[src/rtl/mul_addtree_pkg.sv]
// mul_addtree_pkg: shared sizing helpers for the pipelined add-tree multiplier.
// clog2: ceiling log2; stages: pipeline depth (partial-product stage plus
// one stage per tree level); prod_w: product width for a given operand width.
package mul_addtree_pkg;
  function automatic int clog2(input int v);
    int r;
    r = 0;
    while ((1 << r) < v) r++;
    return r;
  endfunction
  function automatic int stages(input int w);
    return clog2(w) + 1;
  endfunction
  function automatic int prod_w(input int w);
    return 2 * w;
  endfunction
endpackage

[src/rtl/mul_addtree_pipe_if.sv]
// mul_addtree_pipe_if: operand/product valid-ready bus of the multiplier.
// master: operand producer and product consumer (drives in_valid, mul_a,
// mul_b, out_ready); slave: the multiplier (drives in_ready, out_valid, mul_out).
import mul_addtree_pkg::*;
interface mul_addtree_pipe_if #(parameter int WIDTH = 4);
  logic                      in_valid;
  logic                      in_ready;
  logic [WIDTH-1:0]          mul_a;
  logic [WIDTH-1:0]          mul_b;
  logic                      out_valid;
  logic                      out_ready;
  logic [prod_w(WIDTH)-1:0]  mul_out;
  modport master(output in_valid, mul_a, mul_b, out_ready, input in_ready, out_valid, mul_out);
  modport slave(input in_valid, mul_a, mul_b, out_ready, output in_ready, out_valid, mul_out);
endinterface

[src/rtl/mul_addtree_level.sv]
// mul_addtree_level: one registered add-tree level, summing adjacent term pairs.
// Ports: clk, rst_n (async active-low), adv_i (global advance enable),
// valid_i/terms_i (N terms in), valid_o/terms_o (N/2 registered sums out).
import mul_addtree_pkg::*;
module mul_addtree_level #(
  parameter int N = 4,
  parameter int W = 8
) (
  input  logic                    clk,
  input  logic                    rst_n,
  input  logic                    adv_i,
  input  logic                    valid_i,
  input  logic [N-1:0][W-1:0]     terms_i,
  output logic                    valid_o,
  output logic [N/2-1:0][W-1:0]   terms_o
);
  logic [N/2-1:0][W-1:0] terms_d, terms_q;
  logic                  valid_q;
  always_comb begin
    terms_d = '0;
    for (int k = 0; k < N / 2; k++) terms_d[k] = terms_i[2*k] + terms_i[2*k+1];
  end
  always_ff @(posedge clk or negedge rst_n)
    if (!rst_n) begin
      terms_q <= '0;
      valid_q <= 1'b0;
    end else if (adv_i) begin
      terms_q <= terms_d;
      valid_q <= valid_i;
    end
  assign terms_o = terms_q;
  assign valid_o = valid_q;
endmodule

[src/rtl/mul_addtree_pipe.sv]
// mul_addtree_pipe: pipelined add-tree multiplier, one product per clock.
// Ports: clk, rst_n (async active-low), bus (mul_addtree_pipe_if.slave:
// in_valid/in_ready/mul_a/mul_b in, out_valid/out_ready/mul_out out).
// Build option MUL_SIGNED_EN: two's-complement operands and product.
import mul_addtree_pkg::*;
module mul_addtree_pipe #(
  parameter int WIDTH = 4
) (
  input logic                clk,
  input logic                rst_n,
  mul_addtree_pipe_if.slave  bus
);
  localparam int LEVELS = clog2(WIDTH);
  localparam int PW     = prod_w(WIDTH);
  logic [PW-1:0]             a_ext;
  logic [WIDTH-1:0][PW-1:0]  pp_d, pp_q;
  logic                      v0_q;
  logic                      adv;
  // The whole pipe moves as one: any stall at the output freezes every stage.
  assign adv          = !bus.out_valid || bus.out_ready;
  assign bus.in_ready = adv;
`ifdef MUL_SIGNED_EN
  assign a_ext = {{WIDTH{bus.mul_a[WIDTH-1]}}, bus.mul_a};
`else
  assign a_ext = {{WIDTH{1'b0}}, bus.mul_a};
`endif
  always_comb begin
    pp_d = '0;
    for (int i = 0; i < WIDTH; i++) pp_d[i] = bus.mul_b[i] ? a_ext << i : '0;
`ifdef MUL_SIGNED_EN
    // The multiplier's sign bit carries weight -2^(WIDTH-1).
    pp_d[WIDTH-1] = -pp_d[WIDTH-1];
`endif
  end
  always_ff @(posedge clk or negedge rst_n)
    if (!rst_n) begin
      pp_q <= '0;
      v0_q <= 1'b0;
    end else if (adv) begin
      pp_q <= pp_d;
      v0_q <= bus.in_valid;
    end
  for (genvar l = 0; l < LEVELS; l++) begin : g_lvl
    localparam int N = WIDTH >> l;
    logic [N/2-1:0][PW-1:0] t;
    logic                   v;
    if (l == 0) begin : g_first
      mul_addtree_level #(.N(N), .W(PW)) u_lvl (
        .clk(clk), .rst_n(rst_n), .adv_i(adv),
        .valid_i(v0_q), .terms_i(pp_q), .valid_o(v), .terms_o(t)
      );
    end else begin : g_rest
      mul_addtree_level #(.N(N), .W(PW)) u_lvl (
        .clk(clk), .rst_n(rst_n), .adv_i(adv),
        .valid_i(g_lvl[l-1].v), .terms_i(g_lvl[l-1].t), .valid_o(v), .terms_o(t)
      );
    end
  end
  assign bus.out_valid = g_lvl[LEVELS-1].v;
  assign bus.mul_out   = g_lvl[LEVELS-1].t[0];
endmodule

[src/flat_wrapper.sv]
// flat-port wrapper written by rule: the top's interface ports become plain ports
module mul_addtree_pipe_flat 
#(
  parameter int WIDTH = 4
)
  (clk, rst_n, bus_in_valid, bus_mul_a, bus_mul_b, bus_out_ready, bus_in_ready, bus_out_valid, bus_mul_out);
  mul_addtree_pipe_if #(.WIDTH(WIDTH)) bus_i ();
  input logic clk;
  input logic rst_n;
  input wire logic [$bits(bus_i.in_valid)-1:0] bus_in_valid;
  input wire logic [$bits(bus_i.mul_a)-1:0] bus_mul_a;
  input wire logic [$bits(bus_i.mul_b)-1:0] bus_mul_b;
  input wire logic [$bits(bus_i.out_ready)-1:0] bus_out_ready;
  output wire logic [$bits(bus_i.in_ready)-1:0] bus_in_ready;
  output wire logic [$bits(bus_i.out_valid)-1:0] bus_out_valid;
  output wire logic [$bits(bus_i.mul_out)-1:0] bus_mul_out;
  assign bus_i.in_valid = bus_in_valid;
  assign bus_i.mul_a = bus_mul_a;
  assign bus_i.mul_b = bus_mul_b;
  assign bus_i.out_ready = bus_out_ready;
  assign bus_in_ready = bus_i.in_ready;
  assign bus_out_valid = bus_i.out_valid;
  assign bus_mul_out = bus_i.mul_out;
  mul_addtree_pipe #(.WIDTH(WIDTH)) u_core (.clk(clk), .rst_n(rst_n), .bus(bus_i));
endmodule
[config.mk]
export PLATFORM = sky130hd
export DESIGN_NAME = mul_addtree_pipe_flat
export DESIGN_NICKNAME = d
export VERILOG_FILES = /design/src/rtl/mul_addtree_pkg.sv /design/src/rtl/mul_addtree_pipe_if.sv /design/src/rtl/mul_addtree_level.sv /design/src/rtl/mul_addtree_pipe.sv /design/src/flat_wrapper.sv
export SDC_FILE = /design/constraint.sdc
export NUM_CORES = 1
export LEC_CHECK = 0
export BUFFER_PORTS_ARGS = -buffer_cell sky130_fd_sc_hd__buf_4
export CORE_AREA = 2 2 58 60
export DETAILED_ROUTE_END_ITERATION = 10
export DIE_AREA = 0 0 60 62
export MAX_ROUTING_LAYER = met4
export PLACE_DENSITY_LB_ADDON = 0.1
export RECOVER_POWER = 50
export SLEW_MARGIN = 25
export SYNTH_ARGS = -nofsm -noshare
export SYNTH_HDL_FRONTEND = slang
export SYNTH_SLANG_ARGS = --single-unit
[constraint.sdc]
create_clock -name clk -period 2.5 [get_ports clk]
set_input_delay 0.5 -clock clk [delete_from_list [all_inputs] [get_ports clk]]
set_output_delay 0.5 -clock clk [all_outputs]
set_load 0.02 [all_outputs]
# After elaboration in Yosys (flattened, before gate mapping)

Cells that the tools add are included.

Logic and storage cells: 19
Memories: 0
RAM bits: 0
Input bits: 12
Bits in latches: 0
Output and inout bits: 10
Bits in read-only memories: 0
Register bits: 59

Multiply operators: 0
Div/mod/pow operators: 0
Shift-type cells: 0
Multiplexer cells: 4
Bitwise operators: 0
Reduce and logical (&&, ||, !) cells: 2
Add/sub/neg operators: 3
Magnitude comparators: 0
Eq/ne operators: 0

Operators with widths:

| cell             | count |
|---|---|
| adder 8 bit      | 3 |
| 2-to-1 mux 7 bit | 1 |
| 2-to-1 mux 6 bit | 1 |
| 2-to-1 mux 5 bit | 1 |
| 2-to-1 mux 4 bit | 1 |
| zero test 1 bit  | 1 |
| logical OR 1 bit | 1 |

# Logic depth before layout (Yosys ltp)

Gate-level depths: netlist of run 1.

Word-level depth: 2
Gate-level depth with buffers: 7
Depth with buffers taken out: 7

# Modules after synthesis

From an unflattened synthesis of run 1, not the netlist that was laid out.

Cell total of the unflattened synthesis: 291
Area, all modules: 2865.2 sq um

By module, submodules not included:

| module                                            | cells an instance | sequential area each (sq um) | times used | area each (sq um) |
|---|---|---|---|---|
| mul_addtree_level (u_core.g_lvl[0].g_first.u_lvl) | 144               | 425.4                        | 1          | 1367.6 |
| mul_addtree_pipe                                  | 74                | 425.4                        | 1          | 793.3 |
| mul_addtree_level (u_core.g_lvl[1].g_rest.u_lvl)  | 73                | 225.2                        | 1          | 704.4 |

# Worst setup path before layout of run 1

OpenSTA, ideal clock, no wires.

Path kind: reg-to-reg
Start point: register u_core.g_lvl[0].g_first.u_lvl.terms_q, in the netlist u_core.g_lvl[0].g_first.u_lvl.terms_o[2]
End point: register u_core.g_lvl[1].g_rest.u_lvl.terms_q, in the netlist u_core.g_lvl[1].g_rest.u_lvl.terms_o[6]
Path buffers: 0
Path slack: 855 ps
Data required time: 2380 ps
Arrival time: 1526 ps
Stages on the path, launching flop included: 8
Cell sequence: dfrtp_1 ha_1 inv_1 fa_1 nor2b_1 o21a_1 or3_1 a31o_1

Longest elaborated chain between the ends: 1

Ends and longest elaborated chain:

| element                | RTL line                | text |
|---|---|---|
| from (decl)            | mul_addtree_level.sv:17 | `logic [N/2-1:0][W-1:0] terms_d, terms_q;` |
| from (signal assigned) | mul_addtree_level.sv:28 | `terms_q <= terms_d;` |
| adder 8 bit            | mul_addtree_level.sv:21 | `for (int k = 0; k < N / 2; k++) terms_d[k] = terms_i[2*k] + terms_i[2*k+1];` |
| to (signal assigned)   | mul_addtree_level.sv:28 |  |
| to (decl)              | mul_addtree_level.sv:17 |  |

No other way between the ends.
A chain may end at the register's enable or synchronous reset.

# Final worst setup path of run 1

Ends and elaborated chain as after synthesis.

==> results of run 1 <==
[logic make-up (layout without fill, tap and decap cells)]
| family | Yosys count | count (layout) |
|---|---|---|
| AOI/OAI and AO/OA | 32 | 32 |
| xor gates and xnor gates | 6 | 6 |
| adders and majority gates | 13 | 13 |
| buffers and inverters | 19 | 40 |
| DFF | 39 | 39 |
| and+or+nand+nor | 84 | 84 |
[layout make-up]
class | count | area [sq um]
Clock buffer | 6 | 41.29
Fill cell | 281 | 1122
Inverter | 11 | 41.29
Multi-Input combinational cell | 135 | 770.7
Sequential cell | 39 | 975.9
Tap cell | 46 | 57.56
Timing Repair Buffer | 23 | 170.2
[worst max-delay path, delay by kind of cell, from the launching register on]
kind | cells | cell delay, ns
and+or+nand+nor | 2 | 0.37
adders and majority gates | 2 | 0.44
DFF | 1 | 0.41
buffers and inverters | 1 | 0.08
AOI/OAI and AO/OA | 2 | 0.40
[per-layer routing]
| layer | share of wire, % | GRT usage (%) | vias up |
|---|---|---|---|
| met3 | 4.4 | 6.211 | 9 |
| met1 | 44 | 24.05 | 640 |
| met5 | 0 | - | - |
| met2 | 50 | 34.32 | 38 |
| met4 | 1.8 | 7.302 | 0 |
| li1 | - | - | 674 |
[power breakdown]
group | leakage, nW | switching, mW | internal (mW)
Combinational | 0.542 | 0.442 | 0.321
Sequential | 0.495 | 0.104 | 0.816
Clock | 0.0242 | 0.183 | 0.100
Total | 1.06 | 0.729 | 1.24
[layout by cell type (no fill, tap or decap), types with 3 or more instances in the layout]
cell type,instances
nor2_1,5
a21oi_1,8
inv_1,10
xor2_1,5
fa_1,3
ha_1,10
nor2b_1,4
dfrtp_1,39
a21o_1,3
clkbuf_4,5
nand2_1,56
nand3_1,16
o21ai_0,16
buf_4,22
[registers in the layout, summed over array words and instances, names as in the netlist]
signal and cells:
u_core.g_lvl.g_first.u_lvl.terms_o 12, u_core.g_lvl.g_first.u_lvl.valid_o 1, u_core.g_lvl.g_rest.u_lvl.terms_o 8, u_core.g_lvl.g_rest.u_lvl.valid_o 1, u_core.pp_q 16, u_core.v0_q 1
[cells in the mapped netlist]
library cell / instances
o211ai_1: 1
buf_2: 5
o21ai_0: 16
dfrtp_1: 39
ha_1: 10
inv_2: 1
nand3_1: 16
a21o_1: 3
inv_1: 10
nor2_1: 5
a21oi_1: 8
and2_1: 1
xnor2_1: 1
fa_1: 3
a31o_1: 1
nand2b_1: 1
clkbuf_1: 3
xor2_1: 5
nor2b_1: 4
o22ai_1: 1
or3_1: 1
a211oi_1: 1
o21a_1: 1
nand2_1: 56
[through the flow]
step / setup WS, ns / power, mW
finish: 0.7132 / 1.967
global route: 0.6288 / 2.129
CTS: 0.7071 / 1.992
detailed placement: 0.7297 / 1.708
global placement: 0.8158 / 1.662
floorplan: 0.8547 / 1.448
[how the worst max path moves through the flow]
stage	from	to	slack, ns
global placement	u_core.g_lvl[0].g_first.u_lvl.terms_o[2]$_DFFE_PN0P_	u_core.g_lvl[1].g_rest.u_lvl.terms_o[6]$_DFFE_PN0P_	0.82
global route	u_core.g_lvl[0].g_first.u_lvl.terms_o[2]$_DFFE_PN0P_	u_core.g_lvl[1].g_rest.u_lvl.terms_o[6]$_DFFE_PN0P_	0.63
floorplan	u_core.g_lvl[0].g_first.u_lvl.terms_o[2]$_DFFE_PN0P_	u_core.g_lvl[1].g_rest.u_lvl.terms_o[6]$_DFFE_PN0P_	0.85
finish	u_core.g_lvl[0].g_first.u_lvl.terms_o[2]$_DFFE_PN0P_	u_core.g_lvl[1].g_rest.u_lvl.terms_o[6]$_DFFE_PN0P_	0.71
CTS	u_core.g_lvl[0].g_first.u_lvl.terms_o[2]$_DFFE_PN0P_	u_core.g_lvl[1].g_rest.u_lvl.terms_o[6]$_DFFE_PN0P_	0.71
detailed placement	u_core.g_lvl[0].g_first.u_lvl.terms_o[2]$_DFFE_PN0P_	u_core.g_lvl[1].g_rest.u_lvl.terms_o[6]$_DFFE_PN0P_	0.73
==> Flow_metrics.wiki, run 1 <==
{| class="wikitable"
! Metric !! Value
|-
| Result of the run || completed
|-
| Largest net degree at the start of global routing || 45
|-
| Final routed DRC violation total || 0
|-
| Yosys synthesis warning count || 0
|-
| Worst reg-to-reg setup slack || 0.71 ns
|-
| Final Slew Violations || 0
|-
| Post-synthesis xor/xnor area fraction || between 2 and 3%
|-
| Antenna violations before repair || 0
|-
| Proportion of synthesized chip area in sequential cells || 53.50%
|-
| Post-DR wirelength/cell || between 10 and 15 microns
|-
| Post-synth top area cell || dfrtp_1
|-
| Fmax || about 560 MHz
|-
| Number of instances in the synthesized netlist || 193
|-
| Critical Path Sink Type || flip-flop
|-
| Clock network latency to the later pin of the worst-skew pair || 0.33 ns
|-
| Post-route insts no fill || 260
|-
| Average vias per placed instance || 5.235
|-
| Tcrit/Tclk final || 71.47%
|-
| Peak VDD IR || 0.0004076 V
|-
| Number of nets in the finished design || between 200 and 250
|-
| Adder-cell share of the synthesized area || 10.15%
|-
| Post-placement cell count || between 200 and 300
|-
| Last weighted congestion value of the routability-driven placer || approximately 0.74
|-
| Total die area || ~3700 sq um
|-
| Hold-fix buffers at CTS || 0
|-
| Final Hold Slack || about 0.11 ns
|-
| Worst path cell trace || ha_1, inv_1, fa_1, nor2b_1, o21a_1, or3_1, a31o_1
|-
| Post-Layout Inst Area || 2057 sq um
|-
| Number of sinks handled by clock tree synthesis || 39
|-
| DP Area || around 2000 sq um
|-
| Number of top-level design ports || 22
|-
| Source of the worst register-to-register timing path || u_core.g_lvl[0].g_first.u_lvl.terms_o[2]$_DFFE_PN0P_
|-
| Unique cell type count in the Yosys netlist || 24
|-
| # diodes || 0
|-
| Worst endpoint required time || 2.73 ns
|-
| Sum Neg Setup Slack || 0 ns
|-
| X dimension of the die || roughly 60 microns
|-
| Headroom to the max-slew limit || a little under half
|-
| Vias in the first global route || roughly 1300
|-
| Layout area overhead || 12.76%
|-
| Critical path data arrival time || 2.02 ns
|-
| Combinational family with the most area after synthesis || simple AND/OR/NAND/NOR gates
|-
| Fin crit period || 1.787 ns
|-
| Area of the placeable core || about 3200 sq um
|-
| Synthesized area per cell || 9.452 sq um
|-
| Synth top area share || 53.50%
|-
| Final setup skew || between 0.004 and 0.005 ns
|-
| MaxCap Viol Count || 0
|-
| Count of cells along the worst register-to-register path || 7
|-
| Clock-pin slew reported for the worst setup and hold paths after clock tree synthesis || 0.10 ns
|-
| Multiplexer fraction of the synthesized cell area || 0%
|-
| Resize count post-CTS || 0
|-
| Global route overflow || 0
|-
| Final Hold Fails || 0
|-
| Global-route wire length before repair || 5416 microns
|-
| Routed Antenna Nets || 0
|-
| Final setup violation count || 0
|-
| TritonCTS clock tree || yes
|-
| WS Path Type || reg -> reg
|-
| Pwr Density || 956.0 nW/um^2
|-
| Worst path max stage delay || 0.41 ns
|-
| Simple-gate share of the synthesized area || 19.34%
|-
| TritonCTS Buffers || 5
|-
| Syn Std Cell Area || about 1800 sq um
|-
| Buffers added on ports || 21
|-
| Starting DRC count in detailed routing || 74
|-
| Compound-cell area share of the yosys netlist || 9.877%
|-
| Setup repair after global routing missed its margin || no
|-
| H-tree lvl count || 2
|-
| Endpoint of the worst register-to-register path || u_core.g_lvl[1].g_rest.u_lvl.terms_o[6]$_DFFE_PN0P_
|-
| Maximum buffer depth of the clock tree || 2
|-
| Tightest Hold Check Type || in -> async
|-
| Static leakage power || 1.061 nW
|-
| Cell type of the slowest stage on the worst timing path || dfrtp_1
|-
| Final wirelength || 3220 microns
|-
| Dominant cells by area after synthesis || dfrtp_1 (53%), nand2_1 (12%), ha_1 (6.9%)
|-
| Synthesis-stage register bit count || 39
|-
| Layout Utilization || approximately two thirds
|-
| Standard-cell row count || 21
|-
| Root Buffer Master || clkbuf_4
|-
| Die span in y || 62 microns
|-
| Number of detailed-routing iterations run before antenna repair || 4
|-
| Placed wire-length estimate after detailed placement || ~2300 microns
|-
| Initial cell density of the core || a little under three fifths
|-
| Fraction of final layout cells with drive strength greater than 1 || 13.08%
|-
| Post-CTS setup buffers || 0
|-
| Post-synthesis net count || 218
|-
| Measured slew at the worst slew-check pin || 0.8015 ns
|-
| Critical-path maximum fanout || 3
|-
| Startpoint types || flip-flop
|-
| Total number of vias || about 1400
|-
| Global router's overall resource usage || about a fifth
|}
(Power assumes the default switching activity.)
==> run 2: changes to the inputs <==
--- a/config.mk
+++ b/config.mk
@@ -6,9 +6,9 @@
 export NUM_CORES = 1
 export LEC_CHECK = 0
 export BUFFER_PORTS_ARGS = -buffer_cell sky130_fd_sc_hd__buf_4
-export CORE_AREA = 2 2 58 60
+export CORE_AREA = 2 2 60 62
 export DETAILED_ROUTE_END_ITERATION = 10
-export DIE_AREA = 0 0 60 62
+export DIE_AREA = 0 0 62 64
 export MAX_ROUTING_LAYER = met4
 export PLACE_DENSITY_LB_ADDON = 0.1
 export RECOVER_POWER = 50
==> constraint.sdc (replaced) <==
create_clock -name clk -period 1.87 [get_ports clk]
set_input_delay 0.374 -clock clk [delete_from_list [all_inputs] [get_ports clk]]
set_output_delay 0.374 -clock clk [all_outputs]
set_load 0.02 [all_outputs]
==> run 2 against run 1 <==
Compared with the run above: global-route usage fell by 0.20 points; core utilization fell by 0.81 points; cell count rose by 1.5%; register-to-register slack got worse by 0.62 ns; critical path depth did not move; clock power rose by 72%; combinational power rose by 36%; die area rose by 6.7%; wire length rose by 2.6%; fmax rose by 0.83%; final area rose by 2.0%; sequential power rose by 34%; highest routed layer unchanged.
==> Flow_metrics.wiki, run 2 (synthesis gave the netlist of run 1 again) <==
{| class="wikitable"
! Metric !! Value
|-
| Clock Power Share || 17.7% (was 14.4%)
|-
| Post-DR wirelength/cell || 12.52 microns (was 12.38 microns)
|-
| Total die area || 3968 sq um (was 3720 sq um)
|-
| Average vias per placed instance || 5.068 (was 5.235)
|-
| Fmax || 564.3 MHz (was 559.6 MHz)
|-
| TritonCTS Buffers || 5 (unchanged)
|-
| Leading cell type in the layout, fill and taps excluded || nand2_1 (unchanged)
|-
| Clock-pin slew reported for the worst setup and hold paths after clock tree synthesis || 0.12 ns (was 0.10 ns)
|-
| Number of top-level design ports || 22 (unchanged)
|-
| Critical-path maximum fanout || 3 (unchanged)
|-
| MaxCap Viol Count || 0 (unchanged)
|-
| Final setup violation count || 0 (unchanged)
|-
| Worst hold path startpoint || bus_in_valid
|-
| H-tree lvl count || 2 (unchanged)
|-
| WS Path Type || reg -> reg (unchanged)
|-
| Peak VDD IR || 0.0005538 V (was 0.0004076 V)
|-
| Antenna violations before repair || 0 (unchanged)
|-
| Critical path data arrival time || 2.03 ns (was 2.02 ns)
|-
| Final Slew Violations || 0 (unchanged)
|-
| Tightest Hold Check Type || in -> reg (was in -> async)
|-
| Proportion of power drawn by combinational gates || 37.7% (was 38.8%)
|-
| # diodes || 0 (unchanged)
|-
| Switching share of power || 36.41% (was 37.07%)
|-
| Sum Neg Setup Slack || 0 ns (unchanged)
|-
| Vias in the first global route || 1350 (was 1256)
|-
| Relative contribution of sequential cells to total power || 44.6% (was 46.8%)
|-
| Worst setup path startpoint || u_core.g_lvl[0].g_first.u_lvl.terms_o[2]$_DFFE_PN0P_ (unchanged)
|-
| Initial cell density of the core || 55.54% (was 57.38%)
|-
| Routed Antenna Nets || 0 (unchanged)
|-
| Pwr Density || 1312 nW/um^2 (was 956.0 nW/um^2)
|-
| Final worst setup slack || 0.09781 ns (was 0.7132 ns)
|-
| Area of the placeable core || 3284 sq um (was 3179 sq um)
|-
| Clock network latency to the later pin of the worst-skew pair || 0.35 ns (was 0.33 ns)
|-
| Global-route wire length before repair || 5823 microns (was 5416 microns)
|-
| Layout area overhead || 15.02% (was 12.76%)
|-
| Switching power of the nets || 1.003 mW (was 0.7291 mW)
|-
| Number of sinks handled by clock tree synthesis || 39 (unchanged)
|-
| Final Hold Fails || 0 (unchanged)
|-
| Tcrit/Tclk final || 94.77% (was 71.47%)
|-
| Number of nets in the finished design || 242 (was 240)
|-
| Static leakage power || 1.080 nW (was 1.061 nW)
|-
| Total number of vias || 1338 (was 1361)
|-
| Worst endpoint required time || 2.12 ns (was 2.73 ns)
|-
| Measured slew at the worst slew-check pin || 0.9680 ns (was 0.8015 ns)
|-
| Fin crit period || 1.772 ns (was 1.787 ns)
|-
| Fraction of final layout cells with drive strength greater than 1 || 14.68% (was 13.08%)
|-
| Startpoint types || flip-flop (unchanged)
|-
| Largest net degree at the start of global routing || 40 (was 45)
|-
| Source of the worst register-to-register timing path || u_core.g_lvl[0].g_first.u_lvl.terms_o[2]$_DFFE_PN0P_ (unchanged)
|-
| Most flop-heavy register || u_core.pp_q (unchanged)
|-
| Last weighted congestion value of the routability-driven placer || 0.7756 (was 0.7396)
|-
| Global route overflow || 0 (unchanged)
|-
| X dimension of the die || 62 microns (was 60 microns)
|-
| Final wirelength || 3305 microns (was 3220 microns)
|-
| Internal Dissipation || 1.751 mW (was 1.237 mW)
|-
| Placed wire-length estimate after detailed placement || 2378 microns (was 2272 microns)
|-
| Critical Path Sink Type || flip-flop (unchanged)
|-
| Buffers added on ports || 21 (unchanged)
|-
| Root Buffer Master || clkbuf_4 (unchanged)
|-
| TritonCTS clock tree || yes (unchanged)
|-
| Top library cells by usage in the layout, fill and taps aside || nand2_1 (56), dfrtp_1 (39), buf_4 (21) (was nand2_1 (56), dfrtp_1 (39), buf_4 (22))
|-
| Final routed DRC violation total || 0 (unchanged)
|-
| Final setup skew || 0.01018 ns (was 0.004319 ns)
|-
| Maximum buffer depth of the clock tree || 2 (unchanged)
|-
| Die span in y || 64 microns (was 62 microns)
|-
| Result of the run || completed (unchanged)
|-
| Global router's overall resource usage || 20.51% (was 20.71%)
|-
| Worst slack at placement || 0.09378 ns (was 0.7297 ns)
|-
| Flip-flop count of the largest register after layout || 16 (unchanged)
|-
| Starting DRC count in detailed routing || 68 (was 74)
|-
| Number of detailed-routing iterations run before antenna repair || 4 (unchanged)
|-
| Headroom to the max-slew limit || 35.47% (was 46.57%)
|-
| Standard-cell row count || 21 (unchanged)
|}
-- run 2: cell type report --
cell class	instances	area, sq um
Fill cell	304	1186
Multi-Input combinational cell	135	773.2
Clock buffer	8	68.82
Sequential cell	39	975.9
Tap cell	46	57.56
Inverter	11	41.29
Timing Repair Buffer	25	181.4
-- run 2: repair_timing --
item / CTS / global route
endpoints found under the setup margin: 0 / 1
resized for setup: 0 / 1
setup buffers: 0 / 1
endpoints found under the hold margin: 39 / 0
hold buffers: 1 / 0
-- run 2: final timing paths --
kind                                                                       endpoint  slack [ns]  cells after the start
worst max-delay path            u_core.g_lvl[1].g_rest.u_lvl.terms_o[6]$_DFFE_PN0P_         0.1                      7
worst min-delay path                                        u_core.v0_q$_DFFE_PN0P_        0.23                      3
worst max register to register  u_core.g_lvl[1].g_rest.u_lvl.terms_o[6]$_DFFE_PN0P_         0.1                      7
worst min register to register    u_core.g_lvl[0].g_first.u_lvl.valid_o$_DFFE_PN0P_        0.48                      2
max in group asynchronous                               u_core.pp_q[30]$_DFFE_PN0P_        0.57                      2
min in group asynchronous       u_core.g_lvl[1].g_rest.u_lvl.terms_o[4]$_DFFE_PN0P_        0.70                      2
-- run 2: through the flow --
stage | instances | util, % | total power [mW] | hold WS [ns] | instance area, sq um
floorplan | 193 | - | 1.936 | 0.07841 | 1824
global placement | 254 | 61.52 | 2.227 | 0.3612 | 2021
detailed placement | 254 | 61.52 | 2.287 | 0.3707 | 2021
CTS | 263 | 63.92 | 2.777 | 0.2090 | 2100
global route | 264 | 63.89 | 2.979 | 0.2188 | 2098
finish | 264 | 63.89 | 2.754 | 0.2274 | 2098
-- run 2: critical path: stages, from the launching register on --
cell	delay, ns
dfrtp_1	0.39
ha_1	0.23
inv_1	0.09
fa_2	0.23
nor2b_1	0.05
o21a_1	0.17
or3_1	0.31
a31o_1	0.22
-- run 2: power by group through the flow --
| stage | sequential (mW) | clock [mW] | combinational (mW) |
|---|---|---|---|
| 2_1_floorplan | 1.33 | 0 | 0.609 |
| 3_3_place_gp | 1.23 | 0 | 0.994 |
| 3_5_place_dp | 1.25 | 0 | 1.04 |
| 4_1_cts | 1.23 | 0.504 | 1.04 |
| 5_1_grt | 1.26 | 0.535 | 1.18 |
| 6_report | 1.23 | 0.488 | 1.04 |
-- run 2: metal layers --
layer  global-route usage (%)  vias to the layer above  wire (microns)
met2                    31.12                       29            1597
met3                    3.846                       10             127
li1                         -                      677               -
met4                    10.37                        0              91
met5                        -                        -               0
met1                    25.74                      622            1488
==> run 3: changes to the inputs <==
==> constraint.sdc (replaced) <==
create_clock -name clk -period 1.87 [get_ports clk]
set_input_delay 0.2805 -clock clk [delete_from_list [all_inputs] [get_ports clk]]
set_output_delay 0.2805 -clock clk [all_outputs]
set_load 0.02 [all_outputs]
==> run 3 against run 2 <==
Compared with the run above: sequential share of layout area shrank 0.47 points; largest cell class unchanged; non-clock buffer count grew 1; largest power group unchanged; flip-flop and latch count is the same; combinational power is essentially flat.
==> Flow_metrics.wiki, run 3 (synthesis gave the netlist of run 1 again) <==
{| class="wikitable"
! Metric !! Value
|-
| Most flop-heavy register || u_core.pp_q (unchanged)
|-
| Critical-path maximum fanout || 3 (unchanged)
|-
| Vias in the first global route || 1353 (was 1350)
|-
| Number of detailed-routing iterations run before antenna repair || 4 (unchanged)
|-
| Global-route wire length before repair || 5602 microns (was 5823 microns)
|-
| Placed wire-length estimate after detailed placement || 2287 microns (was 2378 microns)
|-
| Last weighted congestion value of the routability-driven placer || 0.8236 (was 0.7756)
|-
| Root Buffer Master || clkbuf_4 (unchanged)
|-
| Die span in y || 64 microns (unchanged)
|-
| Headroom to the max-slew limit || 38.58% (was 35.47%)
|-
| Standard-cell row count || 21 (unchanged)
|-
| Tcrit/Tclk final || 95.03% (was 94.77%)
|-
| Layout area overhead || 16.19% (was 15.02%)
|-
| Global route overflow || 0 (unchanged)
|-
| Critical path data arrival time || 2.02 ns (was 2.03 ns)
|-
| TritonCTS clock tree || yes (unchanged)
|-
| MaxCap Viol Count || 0 (unchanged)
|-
| Leading cell type in the layout, fill and taps excluded || nand2_1 (unchanged)
|-
| Global router's overall resource usage || 19.58% (was 20.51%)
|-
| Number of nets in the finished design || 243 (was 242)
|-
| M2 GR Usage || 30.21% (was 31.12%)
|-
| Final routed DRC violation total || 0 (unchanged)
|-
| Final setup violation count || 0 (unchanged)
|-
| Design Power || 2.822 mW (was 2.754 mW)
|-
| # diodes || 0 (unchanged)
|-
| Antenna violations before repair || 0 (unchanged)
|-
| Peak-usage layer in the global routing report || met2 (unchanged)
|-
| Worst endpoint required time || 2.11 ns (was 2.12 ns)
|-
| WS Path Type || reg -> reg (unchanged)
|-
| Initial cell density of the core || 55.54% (unchanged)
|-
| Fraction of final layout cells with drive strength greater than 1 || 15.07% (was 14.68%)
|-
| Routed Antenna Nets || 0 (unchanged)
|-
| Measured slew at the worst slew-check pin || 0.9213 ns (was 0.9680 ns)
|-
| Pwr Density || 1331 nW/um^2 (was 1312 nW/um^2)
|-
| Cell type of the slowest stage on the worst timing path || dfrtp_1 (unchanged)
|-
| Fmax || 562.7 MHz (was 564.3 MHz)
|-
| Clock network latency to the later pin of the worst-skew pair || 0.34 ns (was 0.35 ns)
|-
| Static leakage power || 1.091 nW (was 1.080 nW)
|-
| Startpoint types || flip-flop (unchanged)
|-
| Worst reg-to-reg setup slack || 0.09 ns (was 0.1 ns)
|-
| Flip-flop count of the largest register after layout || 16 (unchanged)
|-
| Largest net degree at the start of global routing || 40 (unchanged)
|-
| Tightest Hold Check Type || in -> reg (unchanged)
|-
| Average vias per placed instance || 5.034 (was 5.068)
|-
| Critical Path Sink Type || flip-flop (unchanged)
|-
| Buffers added on ports || 21 (unchanged)
|-
| Post-DR wirelength/cell || 11.71 microns (was 12.52 microns)
|-
| Final worst setup slack || 0.09292 ns (was 0.09781 ns)
|-
| Worst slack at placement || 0.1128 ns (was 0.09378 ns)
|-
| Starting DRC count in detailed routing || 66 (was 68)
|-
| Setup repair after global routing missed its margin || no
|-
| Final Hold Fails || 0 (unchanged)
|-
| Routing usage on met3 || 6.073% (was 3.846%)
|-
| Final Slew Violations || 0 (unchanged)
|-
| Clock-pin slew reported for the worst setup and hold paths after clock tree synthesis || 0.11 ns (was 0.12 ns)
|-
| Met1 track demand over resource in global routing || 23.16% (was 25.74%)
|-
| Post-route insts no fill || 265 (was 264)
|-
| Result of the run || completed (unchanged)
|-
| TritonCTS Buffers || 5 (unchanged)
|-
| Final wirelength || 3103 microns (was 3305 microns)
|-
| Worst path cell trace || ha_1, inv_1, fa_2, nor2b_1, o21a_1, or3_1, a31o_1 (unchanged)
|-
| Post-placement cell count || 255 (was 254)
|-
| Number of top-level design ports || 22 (unchanged)
|-
| Top library cells by usage in the layout, fill and taps aside || nand2_1 (56), dfrtp_1 (39), buf_4 (21) (unchanged)
|-
| Sum Neg Setup Slack || 0 ns (unchanged)
|-
| X dimension of the die || 62 microns (unchanged)
|-
| Area of the placeable core || 3284 sq um (unchanged)
|-
| Total die area || 3968 sq um (unchanged)
|-
| Fin crit period || 1.777 ns (was 1.772 ns)
|-
| Worst path max stage delay || 0.39 ns (about the same)
|-
| H-tree lvl count || 2 (unchanged)
|-
| Final setup skew || 0.009878 ns (was 0.01018 ns)
|-
| Peak VDD IR || 0.0006058 V (was 0.0005538 V)
|-
| Total number of vias || 1334 (was 1338)
|-
| Number of sinks handled by clock tree synthesis || 39 (unchanged)
|-
| Maximum buffer depth of the clock tree || 2 (unchanged)
|}
-- run 3: report_power, final --
group          internal, mW  switching, mW
Combinational         0.432          0.586
Clock                 0.316          0.263
Sequential             1.09          0.135
-- run 3: area by class of cell --
type	instances	area (sq um)
multi-input cells	135	773.2
fillers	281	1165
flip-flops and latches	39	975.9
repair buffers	26	185.2
clock buffers	6	51.30
inverters	11	41.29
clock inverters	2	35.03
well taps	46	57.56
-- run 3: metal layers --
metal | vias to the layer above | part of all wire [%] | wire (microns)
met3 | 8 | 4.9 | 152
met5 | - | 0 | 0
met1 | 618 | 45 | 1388
met2 | 29 | 48 | 1493
met4 | 0 | 2.2 | 69
li1 | 679 | - | -
-- run 3: worst paths after layout --
check,start,end,cells after the start
max in group asynchronous,rst_n,u_core.g_lvl[1].g_rest.u_lvl.terms_o[0]$_DFFE_PN0P_,2
min in group asynchronous,rst_n,u_core.g_lvl[0].g_first.u_lvl.terms_o[10]$_DFFE_PN0P_,2
worst min register to register,u_core.g_lvl[0].g_first.u_lvl.valid_o$_DFFE_PN0P_,u_core.g_lvl[0].g_first.u_lvl.valid_o$_DFFE_PN0P_,2
worst min-delay path,bus_in_valid,u_core.v0_q$_DFFE_PN0P_,3
worst max register to register,u_core.g_lvl[0].g_first.u_lvl.terms_o[2]$_DFFE_PN0P_,u_core.g_lvl[1].g_rest.u_lvl.terms_o[6]$_DFFE_PN0P_,7
worst max-delay path,u_core.g_lvl[0].g_first.u_lvl.terms_o[2]$_DFFE_PN0P_,u_core.g_lvl[1].g_rest.u_lvl.terms_o[6]$_DFFE_PN0P_,7
-- run 3: through the flow --
step	utilization (%)	hold slack (ns)	instance area [sq um]
detailed placement	61.75	0.2727	2028
floorplan	-	-0.01509	1824
finish	64.53	0.1385	2120
global placement	61.75	0.2665	2028
CTS	64.69	0.1187	2125
global route	64.53	0.1171	2120
-- run 3: timing repair --
item	in CTS	in global routing
buffers inserted	0	1
hold buffers	1	0
endpoints found under the setup margin	0	1
endpoints found under the hold margin	39	0
resized for setup	0	1
-- run 3: worst max-delay path: cells and delay by family (launching register included) --
family / cells / cell delay (ns)
and+or+nand+nor: 2 / 0.37
buffers and inverters: 1 / 0.09
adders and majority gates: 2 / 0.45
AOI/OAI and AO/OA: 2 / 0.39
DFF: 1 / 0.39
